[config.mk]
export PLATFORM = sky130hd
export DESIGN_NAME = ahb_switch_event
export DESIGN_NICKNAME = d
export VERILOG_FILES = /design/src/rtl/ahb_switch_event_pkg.sv /design/src/rtl/ahb_switch_event_debounce.sv /design/src/rtl/ahb_switch_event.sv
export SDC_FILE = /design/constraint.sdc
export NUM_CORES = 1
export LEC_CHECK = 0
export ABC_AREA = 1
export CORE_ASPECT_RATIO = 0.6
export CORE_MARGIN = 2
export CORE_UTILIZATION = 35
export DETAILED_ROUTE_END_ITERATION = 10
export PLACE_DENSITY = 0.6
export SLEW_MARGIN = 15
export SYNTH_ARGS = -nofsm -noshare
export SYNTH_HDL_FRONTEND = slang
export SYNTH_SLANG_ARGS = --single-unit
[constraint.sdc]
create_clock -name HCLK -period 2.94 [get_ports HCLK]
set_clock_uncertainty 0.15 [all_clocks]
set_input_delay 0.441 -clock HCLK [delete_from_list [all_inputs] [get_ports HCLK]]
set_output_delay 0.441 -clock HCLK [all_outputs]
set_load 0.05 [all_outputs]
[src/rtl/ahb_switch_event_pkg.sv]
// ahb_switch_event_pkg: register offsets and CTRL/STATUS bit positions shared with firmware headers
package ahb_switch_event_pkg;
  localparam logic [1:0] REG_DATA = 2'd0;
  localparam logic [1:0] REG_STATUS = 2'd1;
  localparam logic [1:0] REG_CTRL = 2'd2;
  localparam logic [1:0] REG_LEVEL = 2'd3;
  localparam int CTRL_EN = 0;
  localparam int CTRL_IE = 1;
  localparam int CTRL_FALL_EN = 2;
  localparam int STATUS_EMPTY = 0;
  localparam int STATUS_FULL = 1;
  localparam int STATUS_OVF = 2;
endpackage

[src/rtl/ahb_switch_event_debounce.sv]
// switch_debounce: 2-flop synchroniser plus stability counter producing a debounced level
module switch_debounce #(
  parameter int DEB_CYCLES = 50000
) (
  input  logic clk,
  input  logic rst,
  input  logic d,
  output logic level
);
  localparam int W = $clog2(DEB_CYCLES + 1);
  localparam logic [W-1:0] LAST = W'(DEB_CYCLES - 1);
  logic [1:0] sync;
  logic [W-1:0] cnt;
  always_ff @(posedge clk) begin
    if (rst) begin
      sync <= '0;
      cnt <= '0;
      level <= 1'b0;
    end else begin
      sync <= {sync[0], d};
      cnt <= (sync[1] == level || cnt == LAST) ? '0 : cnt + W'(1);
      if (sync[1] != level && cnt == LAST) level <= sync[1];
    end
  end
endmodule

[src/rtl/ahb_switch_event.sv]
// ahb_switch_event: AHB-Lite slave debouncing switches, queueing edge events in a FIFO and raising an IRQ
module ahb_switch_event
  import ahb_switch_event_pkg::*;
#(
  parameter int N_IN = 8,
  parameter int DEB_CYCLES = 50000,
  parameter int FIFO_DEPTH = 8
) (
  input  logic            HCLK,
  input  logic            HRESET,
  input  logic            HSEL,
  input  logic [31:0]     HADDR,
  input  logic [1:0]      HTRANS,
  input  logic            HWRITE,
  input  logic            HREADY,
  input  logic [31:0]     HWDATA,
  output logic [31:0]     HRDATA,
  output logic            HREADYOUT,
  input  logic [N_IN-1:0] SW_IN,
  output logic            irq
);
  localparam int AW = $clog2(FIFO_DEPTH);
  logic [N_IN-1:0] lvl, lvl_q, ev, pend, pend_rise, eff, eff_rise;
  logic [2:0] ctrl;
  logic ovf, a_valid, a_write, rd, wr, empty, full, pop, push_req, push, sel_rise;
  logic [1:0] a_addr;
  logic [5:0] count;
  logic [AW-1:0] wr_ptr, rd_ptr;
  logic [4:0] mem [FIFO_DEPTH];
  logic [3:0] sel;
  logic unused_bits;
  for (genvar g = 0; g < N_IN; g++) begin : g_deb
    switch_debounce #(.DEB_CYCLES(DEB_CYCLES)) u_deb (
      .clk(HCLK),
      .rst(HRESET),
      .d(SW_IN[g]),
      .level(lvl[g])
    );
  end
  assign HREADYOUT = 1'b1;
  assign unused_bits = ^{HADDR[31:4], HADDR[1:0], HTRANS[0], HWDATA[31:3]};
  assign ev = ((lvl & ~lvl_q) | (ctrl[CTRL_FALL_EN] ? (~lvl & lvl_q) : '0)) & {N_IN{ctrl[CTRL_EN]}};
  assign eff = (pend | ev) & {N_IN{ctrl[CTRL_EN]}};
  assign eff_rise = (ev & lvl) | (~ev & pend_rise);
  assign rd = a_valid & ~a_write;
  assign wr = a_valid & a_write;
  assign empty = count == 6'd0;
  assign full = count == 6'(FIFO_DEPTH);
  assign pop = rd & (a_addr == REG_DATA) & ~empty;
  assign push_req = |eff;
  assign push = push_req & (~full | pop);
  always_comb begin
    sel = '0;
    sel_rise = 1'b0;
    for (int i = N_IN - 1; i >= 0; i--) begin
      if (eff[i]) begin
        sel = 4'(i);
        sel_rise = eff_rise[i];
      end
    end
  end
  always_comb begin
    HRDATA = !rd ? '0 :
             a_addr == REG_DATA ? (empty ? '0 : {22'b0, mem[rd_ptr][4], 1'b1, 4'b0, mem[rd_ptr][3:0]}) :
             a_addr == REG_STATUS ? {18'b0, count, 5'b0, ovf, full, empty} :
             a_addr == REG_CTRL ? {29'b0, ctrl} : 32'(lvl);
  end
  always_ff @(posedge HCLK) begin
    if (push) mem[wr_ptr] <= {sel_rise, sel};
  end
  always_ff @(posedge HCLK) begin
    if (HRESET) begin
      a_valid <= 1'b0;
      a_write <= 1'b0;
      a_addr <= '0;
      ctrl <= '0;
      ovf <= 1'b0;
      count <= '0;
      wr_ptr <= '0;
      rd_ptr <= '0;
      pend <= '0;
      pend_rise <= '0;
      lvl_q <= '0;
      irq <= 1'b0;
    end else begin
      a_valid <= HSEL & HREADY & HTRANS[1];
      a_write <= HWRITE;
      a_addr <= HADDR[3:2];
      lvl_q <= lvl;
      pend <= eff & ~(N_IN'(1) << sel);
      pend_rise <= eff_rise;
      if (wr && a_addr == REG_CTRL) ctrl <= HWDATA[2:0];
      ovf <= (push_req & full & ~pop) | (ovf & ~(wr & (a_addr == REG_STATUS) & HWDATA[STATUS_OVF]));
      if (push) wr_ptr <= wr_ptr + AW'(1);
      if (pop) rd_ptr <= rd_ptr + AW'(1);
      count <= count + 6'(push) - 6'(pop);
      irq <= ctrl[CTRL_IE] & (~empty | ovf);
    end
  end
endmodule

==> flow_summary.ini <==
[outcome]
status = finished clean

[yosys]
syn_area_per_cell_sq_um = 8.02
synthArstFlopShare_pct = 0
synth_edf_count = 32
synth.top_cells.by_area = dfxtp_1 39%, edfxtp_1 9.2%, nand2_1 6.6%
synth_top_area_share_pct = 38.5
yosysUniqueCellTypes = 57
syn_area_sq_um = 10400
synthFlopType = dfxtp_1
yosysWarningCount = 0
syn_inst = 1296
synth.most_common_cell = dfxtp_1
ys_ff_latch = 232
synth_area_leader_cell = dfxtp_1
ys_seq_area_share_pct = 47.8
synth_common_cells = 200 x dfxtp_1, 183 x nand2_1, 177 x nor2_1

[worst_setup_path]
cp.arrival_ns = 2.13
start_kind = flop
critPathMaxFanout = 14
cpMaxStageDelayCell = dfxtp_1
path_class = reg2out
cpMostUsedCell = buf_4
critPathRequiredTime_ns = 2.35
slowest_delay_ns = 0.38
path_cells = buf_4 -> nor2_1 -> o32ai_1 -> o211ai_1 -> a21oi_1 -> buf_4
cp-end-kind = primary output
reg2reg_depth = 16

[worst_hold_path]
holdPathStages = 2
hold_class = reg2reg

[power]
swShare_pct = 22.2
comb_power_share_pct = 5.5
clkPwrFrac_pct = 46.8
p_seq_share_pct = 47.7
intPower_mw = 5.32
p_total_mw = 6.84
powerDensity_nw_per_um2 = 569
power_switching_mw = 1.52
p_leak_nw = 4.47
vdd_ir_drop_max_uv = 299

[sta]
fmax_mhz = 367
finalSetupTns_ns = 0
slew_viol_final = 0
period_share_pct = 92.6
tightest_slew_ns = 0.711
setup_viol = 0
hold_viol = 0
rsz0062_at_grt = no
period_minus_slack_ns = 2.72
max_slew_margin_pct = 52.6

[placement]
port_buffers = 33
place_congestion = 0.795
dp_hpwl_um = 15200

[global_routing]
grt_pass1_vias = 7348
grt_pass1_wl_um = 35700
gr-usage-all-layers_pct = 14.1
grt_max_degree = 30
grt_overflow = 0
grt_antenna_before_repair = 0

[routing]
dr_total_vias = 8149
antenna_left = 0
drt_iter0_markers = 490
detail_route.first_pass.iterations = 5
drc = 0
routedWlPerCell_um = 11.9
viasPerCell = 4.60
finalWirelength_um = 21000

[floorplan]
row_count = 48
die_area_sq_um = 31100
fp.dieH_um = 137
io_pins = 113
start_util_pct = 35.9
die_w_um = 226
core_sq_um = 28900

[clock_network]
clkSinkCount = 232
cts_root_buf = clkbuf_16
h-tree-depth = 1
cts.clk_slew.worst_paths_ns = 0.07
cts_buffers = 22
clock_path_buffers = 3
cts_setup_buffers = 0
clk_latency_ns = 0.52
cts_tree = done

[flow_run]
cap_violations = 0

[final_layout]
fin_nets = 1453
drive_gt1_share_pct = 11.1
diodes = 0
area_growth_pct = 15.7
path summary, 6_finish.rpt:
path	startpoint	end	slack, ns
max	flop	HRDATA[1]	0.22
min	g_deb[2].u_deb.sync[0]	g_deb[2].u_deb.sync[1]	0.24
max reg2reg	g_deb[2].u_deb.level	count[4]	0.26
min reg2reg	g_deb[2].u_deb.sync[0]	g_deb[2].u_deb.sync[1]	0.24
logic make-up after synthesis:
kind of cell	after synthesis	synth area share, %
other cells	2	0.0723
buf+inv	230	9.28
xor+xnor	20	1.69
fa+ha+maj	20	2.48
mux	9	0.867
compound gates	198	11.1
flops	232	47.8
simple gates	585	26.8
critical path, delay by kind of cell (launching register included):
kind / cells / cell delay [ns]
AO/OA/AOI/OAI: 3 / 0.64
buffers and inverters: 2 / 0.50
flip-flops: 1 / 0.38
AND/OR/NAND/NOR: 1 / 0.10
stage by stage:
step	util (%)	hold slack [ns]	instances	setup WS, ns	area [sq um]
5_1_grt	41.5	0.246	1770	0.0221	12000
3_5_place_dp	38.8	0.243	1730	0.271	11200
6_report	41.5	0.245	1770	0.217	12000
3_3_place_gp	38.8	0.243	1730	0.311	11200
2_1_floorplan	-	0.238	1314	0.311	10500
4_1_cts	41.5	0.231	1770	0.0598	12000
registers in the layout, summed over array words and instances, names as in the netlist, 6 cells and up, named ones only:
signal	flops
g_deb.u_deb.cnt	128
mem	32
g_deb.u_deb.sync	16
g_deb.u_deb.level	8
lvl_q	8
pend	8
pend_rise	8
count	6
layout by cell type (no fill, tap or decap), types with 4 or more instances in the layout:
cell             netlist  layout
conb_1                 2      20
nor4_1                15      15
nand2_1              183     182
nor3_1                50      50
nand3_1               53      53
dlygate4sd2_1          0       8
o21ai_1                4       4
nor2_1               177     177
mux2i_1                9       9
nor3_2                12      11
clkinv_2               1       7
dfxtp_1              200     197
o21ai_0               57      57
a21oi_2                5       5
o221ai_1               8       8
nand4_1               22      22
xor2_1                17      17
nor2_4                 4       4
nor3b_1               15      15
inv_2                 11      12
and3_1                 8       8
buf_4                 22      25
nand3_2                6       6
clkinv_1               2       4
nand2_2                9      10
a21oi_1               93      93
bufinv_16              0       6
ha_1                  19      19
nor2_2                17      17
o21a_1                 6       6
inv_1                176     175
edfxtp_1              32      32
clkbuf_16              0      23
clkdlybuf4s50_1        0      18
cell type report:
type	count	area, sq um
Multi-Input combinational cell	852	4540
Fill cell	2929	16900
Clock buffer	25	583
Timing Repair Buffer	55	488
Tap cell	400	500
Inverter	191	721
Sequential cell	232	4970
Clock inverter	15	225
power by group through the flow:
stage | logic [mW] | clock network (mW) | registers, mW
6_report | 0.377 | 3.20 | 3.26
4_1_cts | 0.374 | 3.29 | 3.26
2_1_floorplan | 0.282 | 0 | 3.33
3_5_place_dp | 0.371 | 0 | 3.33
3_3_place_gp | 0.368 | 0 | 3.33
5_1_grt | 0.422 | 3.42 | 3.27
timing repair:
action / CTS / global route
endpoints found under the setup margin: 9 / 6
hold buffers: 0 / 0
cloned: 0 / 0
endpoints found under the hold margin: 0 / 0
resized for setup: 9 / 9
layer usage:
layer  vias to the layer above  track usage, %  share of wire [%]
met5                         -               0                  0
met1                      3647            21.7                 56
met3                        28            3.24                5.4
li1                       4336               -                  -
met4                         0            3.69                1.9
met2                       138            19.3                 37
No activity file was read; power rests on OpenSTA's default activity.
